===== src/rtl/issue_queue_if.sv =====
// Fetch-side push handshake, reservation-station status and issue bus of the issue queue.
interface issue_queue_if #(
  parameter int DEPTH = 4
);
  localparam int CW = $clog2(DEPTH) + 1;

  logic          ins_valid;
  logic [31:0]   ins;
  logic          ins_ready;
  logic          flush;
  logic          rs_alu_free;
  logic          rs_mem_free;
  logic          issue_valid;
  logic          issue_unit;
  logic [5:0]    issue_op;
  logic [5:0]    issue_func;
  logic [4:0]    issue_sftamt;
  logic [4:0]    issue_rs;
  logic [4:0]    issue_rt;
  logic [4:0]    issue_rd;
  logic [15:0]   issue_immd16;
  logic          illegal;
  logic [CW-1:0] count;

  // Fetch/dispatch side: offers instructions, flushes, reports station status.
  modport master (
    output ins_valid, ins, flush, rs_alu_free, rs_mem_free,
    input  ins_ready, issue_valid, issue_unit, issue_op, issue_func, issue_sftamt,
           issue_rs, issue_rt, issue_rd, issue_immd16, illegal, count
  );

  // Queue side.
  modport slave (
    input  ins_valid, ins, flush, rs_alu_free, rs_mem_free,
    output ins_ready, issue_valid, issue_unit, issue_op, issue_func, issue_sftamt,
           issue_rs, issue_rt, issue_rd, issue_immd16, illegal, count
  );
endinterface


===== src/rtl/issue_queue.sv =====
// In-order MIPS instruction issue queue: circular buffer feeding the ALU and
// load/store reservation stations one instruction per cycle. Unsupported
// opcodes are dropped at the head with a one-cycle illegal pulse.
module issue_queue #(
  parameter int DEPTH = 4
) (
  input  logic         clk,
  input  logic         rst_n,
  issue_queue_if.slave bus
);
  localparam int AW = $clog2(DEPTH);
  localparam int CW = AW + 1;

  logic [31:0]   mem [DEPTH];
  logic [AW-1:0] head;
  logic [AW-1:0] tail;
  logic [CW-1:0] count;

  logic [31:0] head_word;
  logic        empty;
  logic        cls_alu;
  logic        cls_mem;
  logic        push;
  logic        pop_issue;
  logic        pop_illegal;
  logic        pop;

  assign head_word     = mem[head];
  assign empty         = (count == '0);
  assign bus.ins_ready = (count < CW'(DEPTH));
  assign bus.count     = count;
  assign push          = bus.ins_valid && bus.ins_ready;

  // Decode the head entry's class from its opcode.
  always_comb begin
    cls_alu = 1'b0;
    cls_mem = 1'b0;
    unique case (head_word[31:26])
      6'h00, 6'h08, 6'h0C, 6'h0D: cls_alu = 1'b1;
      6'h23, 6'h2B:               cls_mem = 1'b1;
      default: ;
    endcase
  end

  // A legal head leaves only when its station can take it; an illegal head always leaves.
  assign pop_issue   = !empty && ((cls_alu && bus.rs_alu_free) || (cls_mem && bus.rs_mem_free));
  assign pop_illegal = !empty && !cls_alu && !cls_mem;
  assign pop         = pop_issue || pop_illegal;

  // Entry storage; contents need no reset because only pointers define occupancy.
  always_ff @(posedge clk) begin
    if (push && !bus.flush) mem[tail] <= bus.ins;
  end

  // Pointers, occupancy and the registered issue bus; flush outranks push and pop.
  always_ff @(posedge clk or negedge rst_n) begin
    if (!rst_n) begin
      head             <= '0;
      tail             <= '0;
      count            <= '0;
      bus.issue_valid  <= 1'b0;
      bus.illegal      <= 1'b0;
      bus.issue_unit   <= 1'b0;
      bus.issue_op     <= '0;
      bus.issue_func   <= '0;
      bus.issue_sftamt <= '0;
      bus.issue_rs     <= '0;
      bus.issue_rt     <= '0;
      bus.issue_rd     <= '0;
      bus.issue_immd16 <= '0;
    end else if (bus.flush) begin
      head            <= '0;
      tail            <= '0;
      count           <= '0;
      bus.issue_valid <= 1'b0;
      bus.illegal     <= 1'b0;
    end else begin
      if (push) tail <= tail + AW'(1);
      if (pop)  head <= head + AW'(1);
      if (push && !pop)      count <= count + CW'(1);
      else if (pop && !push) count <= count - CW'(1);
      bus.issue_valid <= pop_issue;
      bus.illegal     <= pop_illegal;
      if (pop_issue) begin
        bus.issue_unit   <= cls_mem;
        bus.issue_op     <= head_word[31:26];
        bus.issue_func   <= head_word[5:0];
        bus.issue_sftamt <= head_word[10:6];
        bus.issue_rs     <= head_word[25:21];
        bus.issue_rt     <= head_word[20:16];
        bus.issue_rd     <= head_word[15:11];
        bus.issue_immd16 <= head_word[15:0];
      end
    end
  end
endmodule

===== src/flat_wrapper.sv =====
// flat-port wrapper written by rule: the top's interface ports become plain ports
module issue_queue_flat 
#(
  parameter int DEPTH = 4
)
  (clk, rst_n, bus_ins_valid, bus_ins, bus_flush, bus_rs_alu_free, bus_rs_mem_free, bus_ins_ready, bus_issue_valid, bus_issue_unit, bus_issue_op, bus_issue_func, bus_issue_sftamt, bus_issue_rs, bus_issue_rt, bus_issue_rd, bus_issue_immd16, bus_illegal, bus_count);
  issue_queue_if #(.DEPTH(DEPTH)) bus_i ();
  input  logic clk;
  input  logic rst_n;
  input wire logic [$bits(bus_i.ins_valid)-1:0] bus_ins_valid;
  input wire logic [$bits(bus_i.ins)-1:0] bus_ins;
  input wire logic [$bits(bus_i.flush)-1:0] bus_flush;
  input wire logic [$bits(bus_i.rs_alu_free)-1:0] bus_rs_alu_free;
  input wire logic [$bits(bus_i.rs_mem_free)-1:0] bus_rs_mem_free;
  output wire logic [$bits(bus_i.ins_ready)-1:0] bus_ins_ready;
  output wire logic [$bits(bus_i.issue_valid)-1:0] bus_issue_valid;
  output wire logic [$bits(bus_i.issue_unit)-1:0] bus_issue_unit;
  output wire logic [$bits(bus_i.issue_op)-1:0] bus_issue_op;
  output wire logic [$bits(bus_i.issue_func)-1:0] bus_issue_func;
  output wire logic [$bits(bus_i.issue_sftamt)-1:0] bus_issue_sftamt;
  output wire logic [$bits(bus_i.issue_rs)-1:0] bus_issue_rs;
  output wire logic [$bits(bus_i.issue_rt)-1:0] bus_issue_rt;
  output wire logic [$bits(bus_i.issue_rd)-1:0] bus_issue_rd;
  output wire logic [$bits(bus_i.issue_immd16)-1:0] bus_issue_immd16;
  output wire logic [$bits(bus_i.illegal)-1:0] bus_illegal;
  output wire logic [$bits(bus_i.count)-1:0] bus_count;
  assign bus_i.ins_valid = bus_ins_valid;
  assign bus_i.ins = bus_ins;
  assign bus_i.flush = bus_flush;
  assign bus_i.rs_alu_free = bus_rs_alu_free;
  assign bus_i.rs_mem_free = bus_rs_mem_free;
  assign bus_ins_ready = bus_i.ins_ready;
  assign bus_issue_valid = bus_i.issue_valid;
  assign bus_issue_unit = bus_i.issue_unit;
  assign bus_issue_op = bus_i.issue_op;
  assign bus_issue_func = bus_i.issue_func;
  assign bus_issue_sftamt = bus_i.issue_sftamt;
  assign bus_issue_rs = bus_i.issue_rs;
  assign bus_issue_rt = bus_i.issue_rt;
  assign bus_issue_rd = bus_i.issue_rd;
  assign bus_issue_immd16 = bus_i.issue_immd16;
  assign bus_illegal = bus_i.illegal;
  assign bus_count = bus_i.count;
  issue_queue #(.DEPTH(DEPTH)) u_core (.clk(clk), .rst_n(rst_n), .bus(bus_i));
endmodule

===== config.mk =====
export PLATFORM = sky130hd
export DESIGN_NAME = issue_queue_flat
export DESIGN_NICKNAME = d
export VERILOG_FILES = /design/src/rtl/issue_queue_if.sv /design/src/rtl/issue_queue.sv /design/src/flat_wrapper.sv
export SDC_FILE = /design/constraint.sdc
export NUM_CORES = 1
export LEC_CHECK = 0
export ABC_CLOCK_PERIOD_IN_PS = 7900
export CAP_MARGIN = 15
export CORE_UTILIZATION = 58
export DETAILED_ROUTE_END_ITERATION = 8
export PLACE_DENSITY = 0.86
export SYNTH_ARGS = -nofsm -noshare
export SYNTH_HDL_FRONTEND = slang
export SYNTH_SLANG_ARGS = --single-unit

===== constraint.sdc =====
create_clock -name clk -period 7.9 [get_ports clk]
set_input_delay 1.58 -clock clk [delete_from_list [all_inputs] [get_ports clk]]
set_output_delay 1.58 -clock clk [all_outputs]
set_load 0.02 [all_outputs]

==> tab_implementation.tex, run 1 <==
\begin{tabular}{lr}
\hline
Metric & Value \\
\hline
\multicolumn{2}{l}{\textbf{Placed design}} \\
Number of buffers inserted by port buffering & 92 \\
Hpwl dp & 7260 um \\
Gpl congestion & 0.769 \\
\multicolumn{2}{l}{\textbf{Global routing}} \\
Number of global-route vias before repair & 3660 \\
Remaining Overflow, GRT & 0 \\
Antenna violations before repair & 0 \\
GRT Util Overall & 23.6\% \\
Global-route wire length before repair & 19400 um \\
Pin count of the biggest net entering global routing & 43 \\
\multicolumn{2}{l}{\textbf{Route}} \\
Number of search-and-repair iterations in the first detailed-routing pass & 4 \\
Average detailed-routed wire length per instance & 22.1 um \\
Final antenna-violating net count & 0 \\
Post-detailed-routing wire length & 12600 um \\
Initial DRC count & 240 \\
Via density & 5.98 \\
Number of design rule violations left after detail routing & 0 \\
Overall via count from detail\_route & 3402 \\
\multicolumn{2}{l}{\textbf{CTS}} \\
Post-cts hold buffer count & 0 \\
Clk Latency, worst-skew pair & 430 ps \\
Sink count of the clock tree & 170 \\
CTS tree & built \\
Clock buffer count from CTS & 17 \\
Clock root buffer master & clkbuf\_16 \\
CTS H-tree depth & 4 \\
Number of setup buffers added after CTS & 0 \\
Clock slew seen by the registers of the worst setup and hold paths & 60 ps \\
CTS Buffer Depth & 2 \\
Number of resized instances in the post-cts repair step & 0 \\
\multicolumn{2}{l}{\textbf{Critical path}} \\
Data required time at the worst endpoint & 8240 ps \\
Critical R2R Launch & u\_core.head[0] \\
CP Data Arrival Time & 3960 ps \\
Maximum net fanout on the critical path & 36 \\
Nature of the critical path startpoint & flop \\
Timing startpoint of the critical path & u\_core.head[0] \\
Critical path class & flop to flop \\
Crit path capture type & flop \\
\multicolumn{2}{l}{\textbf{STA}} \\
Share of the clock period used by the worst path & 45.8\% \\
Number of max-slew violations in the final report & 0 \\
Worst-Margin Slew & 1010 ps \\
Normalized max-slew margin & 32.9\% \\
RSZ-0062 raised after global routing & false \\
Peak Freq & 277 MHz \\
Post-route minimum period & 3620 ps \\
Hold violation count in the final report & 0 \\
Final count of negative-setup-slack endpoints & 0 \\
Layout Skew & 10.1 ps \\
Setup total negative slack & 0 ps \\
\multicolumn{2}{l}{\textbf{Die}} \\
Top Ports & 93 \\
Row count & 38 \\
Die boundary width & 109 um \\
Initial Util & 60.6\% \\
Core region area & 11000 sq um \\
Die Y & 109 um \\
Die Area & 12000 sq um \\
\multicolumn{2}{l}{\textbf{Logic synthesis}} \\
Fraction of synthesized cell area taken by the top area cell type & 57.5\% \\
Cell type with the highest aggregate area in the netlist & edfxtp\_1 \\
Count of warnings emitted by yosys & 0 \\
Instance count of the mapped netlist & 331 \\
Leading post-synthesis cells by cell area & edfxtp\_1 (57\%), dfrtp\_1 (16\%), mux4\_2 (11\%) \\
Seq/Total Area, Yosys & 73.2\% \\
Post-synth top flop & edfxtp\_1 \\
Distinct cell type count of the synthesized netlist & 39 \\
Syn\_nets & 374 \\
Mean Syn Cell Area & 20.2 sq um \\
Number of flip-flops and latches in the synthesized netlist & 170 \\
Total standard cell area after synthesis & 6690 sq um \\
Number of synthesized flops with an enable pin & 128 \\
Async set-reset flop share out of synthesis & 24.7\% \\
\multicolumn{2}{l}{\textbf{Finish}} \\
Final antenna diode count & 0 \\
Final core utilization & 74.3\% \\
Proportion of layout cells with a drive suffix above 1 & 25.4\% \\
Filler cell count & 630 \\
Most frequent cells in the layout & edfxtp\_1 (128), clkdlybuf4s50\_1 (91), dfrtp\_1 (40) \\
Most common cell after layout, fill and taps aside & edfxtp\_1 \\
Area added between synthesis and finish & 22.5\% \\
Layout net count & 459 \\
\multicolumn{2}{l}{\textbf{Power}} \\
Standby leakage power & 2.88 nW \\
Power density over cell area & 346 nW/um\^{}2 \\
Maximum VDD drop & 0.193 mV \\
\multicolumn{2}{l}{\textbf{Run}} \\
Max-cap viol count & 0 \\
\multicolumn{2}{l}{\textbf{Run status}} \\
Status & completed \\
\multicolumn{2}{l}{\textbf{Hold path}} \\
Min-delay worst type & flop to flop \\
Hold wc startpoint & u\_core.bus.issue\_op[4] \\
\hline
\end{tabular}
[path summary, 6_finish.rpt]
check / slack [ps] / endpoint / cells past startpoint
setup / recovery: 4280 / u_core.bus.count[1] / 8
min in group asynchronous: 1330 / u_core.bus.issue_immd16[5] / 1
max in group asynchronous: 5880 / u_core.head[1] / 1
hold / removal: 490 / u_core.bus.issue_op[4] / 1
setup reg to reg: 4280 / u_core.bus.count[1] / 8
hold reg to reg: 490 / u_core.bus.issue_op[4] / 1
[area by class of cell]
type                            count  area [sq um]  area share, %
Sequential cell                   170          4900           59.8
Clock inverter                     11           103           1.25
Clock buffer                       21           450           5.50
Timing Repair Buffer               94           943           11.5
Tap cell                          140           175           2.14
Multi-Input combinational cell    125          1600           19.5
Inverter                            8          30.0          0.366
[routing by layer]
metal	vias up	routed length, um	share of wire [%]	track usage [%]
li1	1464	-	-	-
met1	1797	4970	39	26.9
met2	114	6660	53	40.8
met3	27	646	5.1	6.34
met4	0	299	2.4	12.4
met5	-	0	0	0
[flip-flops by register name (all words and copies together) (netlist names), 2 cells and up]
| signal | count |
|---|---|
| u_core.mem | 128 |
| u_core.bus.issue_immd16 | 16 |
| u_core.bus.issue_op | 6 |
| u_core.bus.issue_rs | 5 |
| u_core.bus.issue_rt | 5 |
| u_core.bus.count | 3 |
| u_core.head | 2 |
| u_core.tail | 2 |
[cell families (layout without fill, tap and decap cells)]
family                   after synthesis  in the layout  synth area share (%)
flip-flops                           170            170                  73.2
multiplexers                          66             66                  16.5
buffers and inverters                 36            134                  3.16
XOR/XNOR                               3              3                 0.393
adder cells (fa/ha/maj)                5              5                  1.05
AND/OR/NAND/NOR                       35             35                  3.12
AO/OA/AOI/OAI                         16             16                  2.64
[per-stage QoR]
stage | total power, mW | area, sq um | hold slack [ps] | worst slack, ps | std cells
after CTS | 2.86 | 8170 | 499 | 4230 | 568
after floorplan | 1.76 | 6690 | 562 | 4740 | 331
after global routing | 2.96 | 8190 | 527 | 4080 | 569
final | 2.84 | 8190 | 493 | 4280 | 569
after detailed placement | 2.08 | 7620 | 486 | 4130 | 536
after global placement | 2.04 | 7620 | 465 | 4220 | 536
[power breakdown]
part / internal [mW] / total [mW] / switching [mW]
Clock: 0.466 / 0.779 / 0.313
Combinational: 0.452 / 0.864 / 0.412
Sequential: 1.09 / 1.19 / 0.108
Total: 2.00 / 2.84 / 0.833
[worst max-delay path, stage by stage (launching register included)]
cell and delay (ps):
dfrtp_2 340, buf_4 550, mux4_2 730, or3_4 460
o2bb2a_4 230, a2111oi_4 470, fa_1 480, o21ai_0 70
nor3b_2 180
[cells in the mapped netlist (all sizes together), types with 2 or more instances]
| cell | count |
|---|---|
| edfxtp | 128 |
| clkbuf | 3 |
| mux2 | 32 |
| a31oi | 2 |
| o21ai | 5 |
| inv | 8 |
| a21oi | 2 |
| nand3 | 2 |
| nand2 | 5 |
| mux2i | 2 |
| and2 | 6 |
| dfrtp | 42 |
| nor2 | 8 |
| buf | 25 |
| ha | 4 |
| nor3 | 5 |
| or3 | 2 |
| xnor2 | 2 |
| mux4 | 32 |
| nor3b | 2 |
(Power assumes the default switching activity.)
==> inputs of run 2 (changes only) <==
- ABC_CLOCK_PERIOD_IN_PS: 7900 -> 3120
- CORE_UTILIZATION: 58 -> 49
- PLACE_DENSITY: 0.86 -> 0.78
- clock period: 7.9 -> 3.12 ns (I/O delays scaled with it)
==> tab_implementation.tex, run 2 (same netlist as run 1, synthesis figures left out) <==
\begin{tabular}{lr}
\hline
Metric & Value \\
\hline
\multicolumn{2}{l}{\textbf{CTS}} \\
Clock buffer count from CTS & 17 \\
Number of resized instances in the post-cts repair step & 0 \\
Post-cts hold buffer count & 0 \\
CTS Buffer Depth & 2 \\
Clock root buffer master & clkbuf\_16 \\
Sink count of the clock tree & 170 \\
CTS H-tree depth & 4 \\
Clk Latency, worst-skew pair & 410 ps \\
Clock slew seen by the registers of the worst setup and hold paths & 60 ps \\
Number of setup buffers added after CTS & 0 \\
CTS tree & built \\
\multicolumn{2}{l}{\textbf{Die}} \\
Die boundary width & 119 um \\
Die Y & 119 um \\
Core region area & 13300 sq um \\
Row count & 42 \\
Top Ports & 93 \\
Initial Util & 50.3\% \\
Die Area & 14100 sq um \\
\multicolumn{2}{l}{\textbf{Global routing}} \\
GRT Util Overall & 18.6\% \\
Number of global-route vias before repair & 3438 \\
Antenna violations before repair & 0 \\
Pin count of the biggest net entering global routing & 43 \\
Remaining Overflow, GRT & 0 \\
Global-route wire length before repair & 19000 um \\
\multicolumn{2}{l}{\textbf{Run status}} \\
Status & completed \\
\multicolumn{2}{l}{\textbf{STA}} \\
Share of the clock period used by the worst path & 92.5\% \\
Hold violation count in the final report & 0 \\
RSZ-0062 raised after global routing & false \\
Number of max-slew violations in the final report & 0 \\
Final setup margin & 234 ps \\
Normalized max-slew margin & 67.3\% \\
Worst-Margin Slew & 491 ps \\
Setup total negative slack & 0 ps \\
Layout Skew & 5.72 ps \\
Peak Freq & 347 MHz \\
Post-route minimum period & 2890 ps \\
Worst slack on hold paths & 163 ps \\
Final count of negative-setup-slack endpoints & 0 \\
\multicolumn{2}{l}{\textbf{Route}} \\
Initial DRC count & 161 \\
Number of design rule violations left after detail routing & 0 \\
Overall via count from detail\_route & 3293 \\
Average detailed-routed wire length per instance & 19.2 um \\
Final antenna-violating net count & 0 \\
Via density & 5.32 \\
Number of search-and-repair iterations in the first detailed-routing pass & 4 \\
Post-detailed-routing wire length & 11900 um \\
\multicolumn{2}{l}{\textbf{Run}} \\
Max-cap viol count & 0 \\
\multicolumn{2}{l}{\textbf{Finish}} \\
Largest registers in the final layout & u\_core.mem: 128 flops, u\_core.bus.issue\_immd16: 16 flops, u\_core.bus.issue\_op: 6 flops \\
Max reg flops & 128 \\
Total non-filler cell area in the finished layout & 8530 sq um \\
Register with the most flip-flops & u\_core.mem \\
Final antenna diode count & 0 \\
Proportion of layout cells with a drive suffix above 1 & 29.3\% \\
Area added between synthesis and finish & 27.6\% \\
Most frequent cells in the layout & edfxtp\_1 (128), clkdlybuf4s50\_1 (91), dfrtp\_1 (40) \\
Post-Layout Cell Count & 619 \\
Most common cell after layout, fill and taps aside & edfxtp\_1 \\
Layout net count & 473 \\
\multicolumn{2}{l}{\textbf{Power}} \\
Power density over cell area & 887 nW/um\^{}2 \\
Maximum VDD drop & 0.494 mV \\
Standby leakage power & 3.03 nW \\
\multicolumn{2}{l}{\textbf{Critical path}} \\
Depth of the worst register-to-register path & 8 \\
Buf/Inv on CP & 1 \\
Worst-case register-to-register setup slack & 230 ps \\
Largest delay contributor family on the critical path & simple AND/OR/NAND/NOR gates \\
Critical path class & flop to flop \\
Critical R2R Launch & u\_core.head[0] \\
Data required time at the worst endpoint & 3460 ps \\
CP Data Arrival Time & 3220 ps \\
Cells along the critical path & buf\_4, mux4\_2, and4bb\_2, and4\_1, a2111oi\_4, fa\_1, o21ai\_0, nor3b\_2 \\
Largest stage delay, worst path & 540 ps \\
Reg-to-reg endpoint & u\_core.bus.count[1] \\
Cell type of the slowest stage on the worst timing path & mux4\_2 \\
Nature of the critical path startpoint & flop \\
Crit path capture type & flop \\
Maximum net fanout on the critical path & 7 \\
\multicolumn{2}{l}{\textbf{Placed design}} \\
Post-DP Area & 7850 sq um \\
Gpl congestion & 0.812 \\
Hpwl dp & 7380 um \\
Pre-CTS WS & 241 ps \\
Number of buffers inserted by port buffering & 92 \\
Number of cells after detailed placement & 586 \\
\multicolumn{2}{l}{\textbf{Hold path}} \\
Min-delay worst type & input port to asynchronous set/reset pin \\
\hline
\end{tabular}
[run 2: per-stage QoR]
step	power [mW]	utilization [%]
after global placement	5.27	59.0
after CTS	7.65	64.0
after global routing	7.90	64.2
after detailed placement	5.32	59.0
final	7.57	64.2
after floorplan	4.47	-
[run 2: final cells by class]
class | count | area [sq um]
Multi-Input combinational cell | 125 | 1600
Clock inverter | 13 | 214
Sequential cell | 170 | 4900
Fill cell | 928 | 4760
Tap cell | 176 | 220
Clock buffer | 19 | 453
Timing Repair Buffer | 108 | 1120
Inverter | 8 | 30.0
[run 2: report_power, final]
part           switching [mW]  total (mW)  internal (mW)
registers               0.193        2.94           2.75
clock network           0.840        2.31           1.47
logic                    1.10        2.32           1.22
[run 2: worst max-delay path by stage]
stage                         startpoint             endpoint  slack (ps)  cells past startpoint
after floorplan           u_core.head[0]  u_core.bus.count[1]         270                      8
after global placement    u_core.head[0]  u_core.bus.count[1]         300                      8
after detailed placement  u_core.head[0]  u_core.bus.count[1]         240                      8
after CTS                 u_core.head[0]  u_core.bus.count[1]         210                      8
after global routing      u_core.head[0]  u_core.bus.count[2]          70                      8
final                     u_core.head[0]  u_core.bus.count[1]         230                      8
[run 2: metal layers]
metal | GRT usage (%) | wire length [um] | vias to the layer above
met5 | 0 | 0 | -
met4 | 6.57 | 108 | 0
met3 | 5.99 | 654 | 8
met2 | 29.8 | 6070 | 87
met1 | 24.1 | 5070 | 1708
li1 | - | - | 1490
==> inputs of run 3 (changes only) <==
- SETUP_SLACK_MARGIN: unset -> 0.4
==> tab_implementation.tex, run 3 (same netlist as run 1, synthesis figures left out) <==
\begin{tabular}{lr}
\hline
Metric & Value \\
\hline
\multicolumn{2}{l}{\textbf{Finish}} \\
Proportion of layout cells with a drive suffix above 1 & 30.3\% \\
Register with the most flip-flops & u\_core.mem \\
Layout net count & 486 \\
Largest registers in the final layout & u\_core.mem: 128 flops, u\_core.bus.issue\_immd16: 16 flops, u\_core.bus.issue\_op: 6 flops \\
Most common cell after layout, fill and taps aside & edfxtp\_1 \\
Max reg flops & 128 \\
Total non-filler cell area in the finished layout & 8500 sq um \\
Most frequent cells in the layout & edfxtp\_1 (128), clkdlybuf4s50\_1 (91), dfrtp\_1 (40) \\
Final antenna diode count & 0 \\
Area added between synthesis and finish & 27.1\% \\
\multicolumn{2}{l}{\textbf{CTS}} \\
Clock buffer count from CTS & 17 \\
Sink count of the clock tree & 170 \\
Post-cts hold buffer count & 0 \\
Clock slew seen by the registers of the worst setup and hold paths & 60 ps \\
CTS Buffer Depth & 2 \\
Clk Latency, worst-skew pair & 430 ps \\
CTS tree & built \\
Clock root buffer master & clkbuf\_16 \\
CTS H-tree depth & 4 \\
\multicolumn{2}{l}{\textbf{STA}} \\
Normalized max-slew margin & 57.7\% \\
Number of max-slew violations in the final report & 0 \\
Hold violation count in the final report & 0 \\
RSZ-0062 raised after global routing & true \\
Post-route minimum period & 2840 ps \\
Layout Skew & 17.1 ps \\
Share of the clock period used by the worst path & 91.0\% \\
Final count of negative-setup-slack endpoints & 0 \\
Worst-Margin Slew & 627 ps \\
Peak Freq & 352 MHz \\
Setup total negative slack & 0 ps \\
\multicolumn{2}{l}{\textbf{Hold path}} \\
Min-delay worst type & input port to asynchronous set/reset pin \\
\multicolumn{2}{l}{\textbf{Power}} \\
Switching power summed over all nets & 2.13 mW \\
Switching share of power & 29.4\% \\
Part of the total power dissipated in sequential elements & 40.6\% \\
Maximum VDD drop & 0.499 mV \\
Total Power Consumption & 7.25 mW \\
Power density over cell area & 853 nW/um\^{}2 \\
Power share of the clock group & 25.6\% \\
Power Internal & 5.12 mW \\
Power share of the combinational group & 33.8\% \\
Standby leakage power & 3.03 nW \\
\multicolumn{2}{l}{\textbf{Global routing}} \\
Number of global-route vias before repair & 3572 \\
Remaining Overflow, GRT & 0 \\
GRT Util Overall & 18.8\% \\
Global-route wire length before repair & 19100 um \\
Antenna violations before repair & 0 \\
Pin count of the biggest net entering global routing & 33 \\
\multicolumn{2}{l}{\textbf{Die}} \\
Top Ports & 93 \\
Core region area & 13300 sq um \\
Die boundary width & 119 um \\
Die Y & 119 um \\
Initial Util & 50.3\% \\
Row count & 42 \\
Die Area & 14100 sq um \\
\multicolumn{2}{l}{\textbf{Critical path}} \\
CP Data Arrival Time & 3160 ps \\
Data required time at the worst endpoint & 3440 ps \\
Critical path class & flop to flop \\
Crit path capture type & flop \\
Nature of the critical path startpoint & flop \\
Maximum net fanout on the critical path & 7 \\
\multicolumn{2}{l}{\textbf{Route}} \\
Average detailed-routed wire length per instance & 19.1 um \\
Initial DRC count & 213 \\
Post-detailed-routing wire length & 12100 um \\
Overall via count from detail\_route & 3401 \\
Number of design rule violations left after detail routing & 0 \\
Number of search-and-repair iterations in the first detailed-routing pass & 4 \\
Via density & 5.38 \\
Final antenna-violating net count & 0 \\
\multicolumn{2}{l}{\textbf{Placed design}} \\
Post-DP Area & 7870 sq um \\
Hpwl dp & 7490 um \\
Number of buffers inserted by port buffering & 92 \\
Gpl congestion & 0.763 \\
\multicolumn{2}{l}{\textbf{Run}} \\
Max-cap viol count & 0 \\
\multicolumn{2}{l}{\textbf{Run status}} \\
Status & completed \\
\hline
\end{tabular}
==> run 3: cell count changes in the layout (fill, tap and decap cells not counted), moves of 2 or more <==
cell,delta
clkinv_2,+2
clkbuf_1,+5
inv_6,-2
o21ai_0,-2
buf_4,+13
o21ai_1,+2
bufinv_16,-5
==> run 3: metrics by stage <==
| stage | utilization, % | std cells | setup slack, ps | hold WS, ps |
|---|---|---|---|---|
| 2_1_floorplan | - | 331 | 324 | 328 |
| 3_3_place_gp | 59.2 | 589 | 181 | 466 |
| 3_5_place_dp | 59.2 | 589 | 133 | 481 |
| 4_1_cts | 63.9 | 632 | 262 | 211 |
| 5_1_grt | 63.9 | 632 | 161 | 243 |
| 6_report | 63.9 | 632 | 282 | 199 |
==> run 3: routing by layer <==
metal  global-route usage (%)  vias up  part of all wire, %
li1                         -     1512                    -
met1                     24.3     1769                   44
met2                     29.8      105                   49
met3                     6.03       15                  5.1
met4                     7.36        0                  1.3
met5                        0        -                    0
==> run 3: final cells by class <==
| type | instances | area [sq um] |
|---|---|---|
| Clock buffer | 24 | 472 |
| Clock inverter | 8 | 48.8 |
| Fill cell | 919 | 4790 |
| Inverter | 8 | 30.0 |
| Multi-Input combinational cell | 125 | 1610 |
| Sequential cell | 170 | 4900 |
| Tap cell | 176 | 220 |
| Timing Repair Buffer | 121 | 1220 |
==> run 3: path summary, 6_finish.rpt <==
| path | start | to | slack [ps] | cells past startpoint |
|---|---|---|---|---|
| setup / recovery | u_core.head[0] | u_core.bus.count[2] | 280 | 9 |
| hold / removal | rst_n | u_core.head[1] | 200 | 1 |
| setup reg to reg | u_core.head[0] | u_core.bus.count[2] | 280 | 9 |
| hold reg to reg | u_core.bus.issue_op[4] | u_core.bus.issue_op[4] | 490 | 1 |
| max in group asynchronous | rst_n | u_core.bus.issue_rs[1] | 2210 | 2 |
| min in group clk | u_core.bus.issue_op[4] | u_core.bus.issue_op[4] | 490 | 1 |
==> run 3: worst max-delay path: stages (launching register included) <==
cell       delay (ps)
dfrtp_2           470
mux4_2            540
or3_4             420
buf_4             170
nor4_4            210
a2111oi_4         110
fa_1              440
a21oi_1           170
nand2_1            70
o211a_1           120
==> run 3: power by group through the flow <==
stage / clock, mW / combinational, mW / sequential [mW]
2_1_floorplan: 0 / 1.31 / 3.16
3_3_place_gp: 0 / 2.27 / 3.00
3_5_place_dp: 0 / 2.30 / 3.01
4_1_cts: 1.90 / 2.45 / 2.95
5_1_grt: 1.97 / 2.62 / 2.98
6_report: 1.85 / 2.45 / 2.95
==> run 3: what timing repair did <==
| item | CTS | global route |
|---|---|---|
| buffers inserted | 11 | 0 |
| setup endpoints to repair | 2 | 36 |
| gates resized for setup | 3 | 2 |
| pin swaps | 4 | 4 |
